==> src/rtl/ysyx_24110006_hazard_ctl.sv <==
// In-order issue scoreboard: tracks in-flight destination registers and stalls decode on RAW hazards,
// a full queue, or serialising instructions; flush truncates entries that have not yet executed.
module ysyx_24110006_hazard_ctl #(
  parameter int DEPTH = 4
) (
  input  logic                       i_clock,
  input  logic                       i_reset,
  input  logic                       i_issue_valid,
  input  logic [4:0]                 i_issue_rd,
  input  logic                       i_issue_wen,
  input  logic                       i_issue_serial,
  input  logic [4:0]                 i_rs1,
  input  logic                       i_rs1_used,
  input  logic [4:0]                 i_rs2,
  input  logic                       i_rs2_used,
  input  logic                       i_exu_done,
  input  logic                       i_wb_valid,
  input  logic                       i_flush,
  output logic                       o_stall,
  output logic [$clog2(DEPTH):0]     o_count,
  output logic                       o_empty,
  output logic                       o_full
);
  localparam int AW = $clog2(DEPTH);
  localparam int PW = AW + 1;

  // Pointers carry a wrap bit so a full queue is distinguishable from an empty one.
  logic [PW-1:0]    r_head, r_exe, r_tail;
  logic [4:0]       r_rd [DEPTH];
  logic [DEPTH-1:0] r_wen, r_exed;

  logic [PW-1:0] w_count;
  logic [PW-1:0] w_exe_nxt;
  logic [AW-1:0] w_off;
  logic          w_hazard, w_exe_step, w_pop, w_push;

  assign w_count = r_tail - r_head;
  assign o_count = w_count;
  assign o_empty = (w_count == '0);
  assign o_full  = (w_count == PW'(DEPTH));

  // A slot is live when its distance from head is below the occupancy.
  always_comb begin
    w_hazard = 1'b0;
    w_off    = '0;
    for (int i = 0; i < DEPTH; i++) begin
      w_off = AW'(i) - r_head[AW-1:0];
      if ((PW'(w_off) < w_count) && r_wen[i] &&
          ((i_rs1_used && (r_rd[i] == i_rs1)) || (i_rs2_used && (r_rd[i] == i_rs2))))
        w_hazard = 1'b1;
    end
  end

  assign o_stall    = i_issue_valid && (w_hazard || o_full || (i_issue_serial && !o_empty));
  assign w_exe_step = i_exu_done && (r_exe != r_tail);
  assign w_pop      = i_wb_valid && !o_empty;
  assign w_push     = i_issue_valid && !o_stall && !i_flush;
  assign w_exe_nxt  = r_exe + PW'(w_exe_step);

  always_ff @(posedge i_clock) begin
    if (i_reset) begin
      r_head <= '0;
      r_exe  <= '0;
      r_tail <= '0;
      r_wen  <= '0;
      r_exed <= '0;
    end else begin
      if (w_exe_step) r_exed[r_exe[AW-1:0]] <= 1'b1;
      if (w_pop) r_head <= r_head + PW'(1);
      r_exe <= w_exe_nxt;
      // The resolving branch has just executed, so truncating to the advanced exe keeps it.
      if (i_flush) begin
        r_tail <= w_exe_nxt;
      end else if (w_push) begin
        r_tail                 <= r_tail + PW'(1);
        r_wen[r_tail[AW-1:0]]  <= i_issue_wen && (i_issue_rd != 5'd0);
        r_exed[r_tail[AW-1:0]] <= 1'b0;
      end
    end
  end

  always_ff @(posedge i_clock) begin
    if (!i_reset && !i_flush && w_push) r_rd[r_tail[AW-1:0]] <= i_issue_rd;
  end

  // Protocol guards: retire only executed work, execute only issued work.
  always_ff @(posedge i_clock) begin
    if (!i_reset) begin
      if (i_exu_done)
        assert (r_exe != r_tail) else $fatal(1, "exu_done with no unexecuted entry");
      if (i_wb_valid)
        assert (!o_empty && (r_exed[r_head[AW-1:0]] || (i_exu_done && (r_exe == r_head))))
          else $fatal(1, "wb_valid on empty queue or unexecuted entry");
    end
  end
endmodule

==> config.mk <==
export PLATFORM = sky130hd
export DESIGN_NAME = ysyx_24110006_hazard_ctl
export DESIGN_NICKNAME = d
export VERILOG_FILES = /design/src/rtl/ysyx_24110006_hazard_ctl.sv
export SDC_FILE = /design/constraint.sdc
export NUM_CORES = 1
export LEC_CHECK = 0
export ABC_AREA = 0
export BUFFER_PORTS_ARGS = -buffer_cell sky130_fd_sc_hd__buf_2
export CAP_MARGIN = 20
export CORE_AREA = 2 2 76 78
export DETAILED_ROUTE_END_ITERATION = 10
export DIE_AREA = 0 0 78 80
export GPL_TIMING_DRIVEN = 0
export PLACE_DENSITY_LB_ADDON = 0.12
export SETUP_SLACK_MARGIN = 0.5
export SLEW_MARGIN = 10
export SYNTH_ARGS = -nofsm -noshare
export SYNTH_HDL_FRONTEND = slang
export SYNTH_SLANG_ARGS = --single-unit
==> constraint.sdc <==
create_clock -name i_clock -period 3.2 [get_ports i_clock]
set_input_delay 0.96 -clock i_clock [delete_from_list [all_inputs] [get_ports i_clock]]
set_output_delay 0.96 -clock i_clock [all_outputs]
set_load 0.03 [all_outputs]
## Word level (Yosys, flattened, before mapping)

Memory sizes are Yosys's and may differ from the RTL's.
Cells that the tools add are included.

| storage, ports and cells | value |
|---|---|
| register bits | 13 |
| bits in writable memories | 20 |
| bits of input ports | 25 |
| output and inout port bits | 6 |
| logic and storage cells | 81 |
| memories kept | 1 |

| cells by class | value |
|---|---|
| add/subtract/negate cells | 8 |
| magnitude comparators | 6 |
| equal/unequal tests | 10 |
| mux-type cells | 11 |
| bitwise logic cells | 1 |
| reduce and logical (&&, ||, !) cells | 40 |

Memory list:

| name | depth | bits a word | rd ports | clocked after Yosys merged registers in | wr ports | line | text |
|---|---|---|---|---|---|---|---|
| r_rd | 4 | 5 | 4 | 0 | 1 | 29 | `logic [4:0] r_rd [DEPTH];` |

Operator list:

| kind | number |
|---|---|
| $eq 5x5->1 | 8 |
| $logic_and 1x1->1 | 26 |
| $lt 2x3->1 | 4 |
| $mux 1 | 7 |
| $add 3x1->3 const B | 2 |
| $logic_or 1x1->1 | 6 |
| $mux 3 | 2 |
| $reduce_bool 5->1 | 1 |
| $bwmux 4 | 1 |
| $logic_not 1->1 | 4 |
| $sub 1x2->2 const A | 2 |
| $sub 2x2->2 const A | 2 |
| $add 3x1->3 | 1 |
| $eq 3x3->1 const B | 1 |
| $logic_not 3->1 | 1 |
| $lt 2x3->1 const B | 1 |
| $ne 3x3->1 | 1 |
| $sub 3x3->3 | 1 |
| $demux 1 s2 | 1 |
| $ge 2x1->1 const B | 1 |
| $reduce_and 2->1 | 1 |
| $reduce_bool 2->1 | 1 |
| $not 1->1 | 1 |

## Logic depth before layout (Yosys ltp)

| depth | value |
|---|---|
| word-level depth | 17 |
| mapped depth | 12 |
| mapped depth without buffers | 12 |

## Least setup slack after synthesis

Ideal clock, no wire load.

| timing | value |
|---|---|
| kind | register to output |
| start | reg r_tail[0] |
| end | out o_stall |
| data arrival time | 2,855 ps |
| required time | 2,240 ps |
| setup slack | -615 ps |
| cell stages (with the launch flop) | 11 |
| buffers on the path | 0 |
| cell sequence | dfxtp_1 > inv_1 > ha_1 > inv_1 > fa_1 > inv_1 > ha_1 > a21oi_1 > o21ai_0 > o221a_2 > a31oi_1 |

| on the way | value |
|---|---|
| word-level cells in the longest chain between the ends | 11 |
| elaborated cells between the ends (all ways) | 24 |
| those cells by class | add/sub (1); order compare (4); eq/ne (1); mux (4); reduce/logical (14) |

Ends and longest elaborated chain:

| item | line | text |
|---|---|---|
| from (decl) | 28 | `logic [PW-1:0] r_head, r_exe, r_tail;` |
| from (signal assigned) | 73 | `r_tail <= w_exe_nxt;` |
| from (signal assigned) | 75 | `r_tail <= r_tail + PW'(1);` |
| $sub 3x3->3 (*) | 37 | `assign w_count = r_tail - r_head;` |
| via o_count[1] | 20 | `output logic [$clog2(DEPTH):0] o_count,` |
| $lt 2x3->1 | 48 | `if ((PW'(w_off) < w_count) && r_wen[i] &&` |
| $logic_and 1x1->1 (2 in a row) | 48 |  |
| $mux 1 (4 in a row) | 48 |  |
| $logic_or 1x1->1 | 54 | `assign o_stall = i_issue_valid && (w_hazard \|\| o_full \|\| (i_issue_serial && !o_empty));` |
| $logic_or 1x1->1 (*) | 54 |  |
| $logic_and 1x1->1 (*) | 54 |  |
| to (decl) | 19 | `output logic o_stall,` |

The timed path passes the listed nets; every way through them passes the cells marked *.

## Final worst setup path

| timing | value |
|---|---|
| start | reg r_tail[0] |
| end | out o_stall |

| on the way | value |
|---|---|
| word-level cells in the longest chain between the ends | 11 |
| elaborated cells between the ends (all ways) | 24 |
| those cells by class | add/sub (1); order compare (4); eq/ne (1); mux (4); reduce/logical (14) |

Ends and longest elaborated chain:

| item | line |
|---|---|
| $sub 3x3->3 (*) | 37 |
| $lt 2x3->1 | 48 |
| $logic_and 1x1->1 (2 in a row) | 48 |
| $mux 1 (4 in a row) | 48 |
| $logic_or 1x1->1 | 54 |
| $logic_or 1x1->1 (*) | 54 |
| $logic_and 1x1->1 (*) | 54 |

Every way passes the cells marked *; elsewhere a longest branch is shown, timed or not.

==> metrics <==
synthesized area 2090 um^2; Reg clk slew, reported paths 0.06 ns; total CTS buffers 5; max cap viols 0; Final Hold Fails 0; Crit path max-delay family adder cells; asr flop ratio synth 0%; First-pass DRT Iterations 4; Layout area overhead 26.1%; CTS Hold Bufs 0; CP max FO 5; effective utilization at floorplan 38.6%; CTS tree built; initial antenna violation count 0; Peak VDD IR 0.566 mV; IO Pins 31; DRC 0; Final Skew 0.00479 ns; Routed Wire Length 4590 um; hold crit path type flip-flop to flip-flop; WP depth 11; Filler cells 523; fin crit period 3.45 ns; Slew @ Worst Pin 0.479 ns; Iteration-0 DRC Markers 48; Post-synth EDFFs 20; RSZ-0062 raised after global routing true; synth top area cells edfxtp_1, xor2_1, dfxtp_1; largest area contributor in the netlist edfxtp_1; Yosys reg bits 33; pre-CTS setup slack -0.263 ns; layout net count 267; Rows 27; syn nets 226; Clk Latency, worst-skew pair 0.28 ns; die area 6240 um^2; dpl hpwl 3630 um; post-route setup TNS -0.251 ns; GRT overflow 0; CP peak stage delay 0.56 ns; arrival time at the worst endpoint 2.49 ns; GRT Total Usage 15.6%; Worst Setup SP r_tail[0]$_SDFFE_PP0P_; first-pass GRT wire length 7400 um; cell repeated most along the worst path nor2_1; via count 1450; FF-to-FF setup slack 0.36 ns; Post-DP Area 2390 um^2; worst-path cell chain inv_6 -> ha_4 -> inv_2 -> fa_2 -> inv_4 -> ha_1 -> nor2_1 -> nor2_1 -> o221ai_2 -> a31oi_4 -> buf_6; Post-Syn Area per Cell 11.2 um^2; Power Density 763 nW/um^2; routability cong. 0.742; H-tree depth 2; Buf/Inv on CP 4; Worst R2R Path Depth 13; routed len/inst 15.3 um; worst-case clock buffer depth 2; post-route design area 2630 um^2; Most used DFF post-synth edfxtp_1; clock root buffer clkbuf_8; Post-DRT Antenna Nets 0; Critical Path Sink o_stall; worst r2r dst r_rd[3][3]$_DFFE_PP_; Worst Path Class, Setup flip-flop to output port; Synth cell types 39; Port Buffers 28; Worst R2R Start r_tail[0]$_SDFFE_PP0P_; CTS sink count 33; drt via density 4.83; fin crit share 108%; total number of yosys warnings 0; DIE HEIGHT 80 um; final worst slack -0.251 ns; share of layout cells above drive strength 1 35.5%; failing checks negative setup slack; post-synthesis sequential area ratio 41.2%; startpoint types flip-flop; most common cell after layout, fill and taps aside xor2_1; Gate Count Post-Synth 186; number of global-route vias before repair 1509; Max Clk Rate 0.290 GHz; final setup fails 1; area share of the largest cell type after synthesis 28.8%; commonest cells after routing, fill and taps aside xor2_1, buf_2, edfxtp_1; largest net degree at the start of global routing 11; Static Leak 1.06 nW; WP data required 2.24 ns; Critical Path Sink Type output port; core area 5410 um^2; ANT cells 0; die width 78 um; Crit-path slowest cell fa_2; Max Slew Vio Count 0; status finished, violations left; Rel. slew slack 67.7%
[sequential cells by signal, indices dropped and copies added, names as in the netlist]
register  cells
r_head        3
r_tail        3
r_exe         3
r_rd         20
r_wen         4
[logic make-up after synthesis]
family,count (synthesis),synth area share [%]
AOI/OAI and AO/OA,19,6.41
xor gates and xnor gates,48,20.9
adders and majority gates,15,9.35
buffers and inverters,16,3.00
DFF,33,41.2
muxes,6,2.88
and+or+nand+nor,49,16.3
[layer usage]
metal	global-route usage, %	wire [um]
met1	21.4	2150
met4	6.84	94
met3	2.94	236
met2	24.1	2110
met5	0	0
[synth_stat cells, drive strengths merged (5+ instances only)]
library cell / number
mux2i: 6
a21oi: 5
nor2: 8
inv: 13
ha: 14
nor4: 8
and2: 7
xor2: 36
nand2b: 5
edfxtp: 20
xnor2: 11
dfxtp: 13
[power by group]
part | internal [mW] | switching, mW | leakage, nW
sequential | 0.496 | 0.0419 | 0.287
combinational | 0.503 | 0.596 | 0.718
clock | 0.229 | 0.143 | 0.0528
total | 1.23 | 0.780 | 1.06
[per-stage QoR]
stage | power (mW) | util, % | instances | hold slack (ns)
finish | 2.01 | 48.7 | 300 | 0.511
global route | 2.15 | 48.7 | 300 | 0.542
CTS | 2.01 | 48.4 | 299 | 0.506
detailed placement | 1.45 | 44.3 | 286 | 0.481
global placement | 1.43 | 44.3 | 286 | 0.473
floorplan | 1.25 | - | 186 | 0.447
[worst min-delay path by stage]
| stage | startpoint | endpoint | slack (ns) | cells after the start |
|---|---|---|---|---|
| 6_report | r_wen[0]$_SDFFE_PP0P_ | r_wen[0]$_SDFFE_PP0P_ | 0.51 | 2 |
| 5_1_grt | r_head[1]$_SDFFE_PP0P_ | r_head[1]$_SDFFE_PP0P_ | 0.54 | 2 |
| 4_1_cts | r_wen[0]$_SDFFE_PP0P_ | r_wen[0]$_SDFFE_PP0P_ | 0.51 | 2 |
| 3_5_place_dp | r_wen[3]$_SDFFE_PP0P_ | r_wen[3]$_SDFFE_PP0P_ | 0.48 | 2 |
| 3_3_place_gp | r_wen[2]$_SDFFE_PP0P_ | r_wen[2]$_SDFFE_PP0P_ | 0.47 | 2 |
| 2_1_floorplan | r_wen[0]$_SDFFE_PP0P_ | r_wen[0]$_SDFFE_PP0P_ | 0.45 | 2 |
[area by class of cell]
| type | instances | area, um^2 | share of cell area, % |
|---|---|---|---|
| Timing Repair Buffer | 34 | 214 | 8.12 |
| Inverter | 13 | 56.3 | 2.14 |
| Buffer | 3 | 13.8 | 0.523 |
| Clock inverter | 2 | 33.8 | 1.28 |
| Clock buffer | 6 | 72.6 | 2.76 |
| Multi-Input combinational cell | 137 | 1290 | 48.8 |
| Tap cell | 72 | 90.1 | 3.42 |
| Sequential cell | 33 | 867 | 32.9 |
[worst reg2reg max path, delay by kind of cell, from the launching register on]
family / cells / cell delay [ns]
AOI/OAI and AO/OA: 3 / 0.41
adders and majority gates: 3 / 0.94
and+or+nand+nor: 3 / 0.55
DFF: 1 / 0.36
buffers and inverters: 4 / 0.29
[timing repair]
action	CTS	global route
pin swaps	13	0
gates resized for setup	29	2
setup buffers	5	1
cloned	0	0
setup endpoints to repair	32	31
Note: power is estimated with default switching activity, not from simulation.
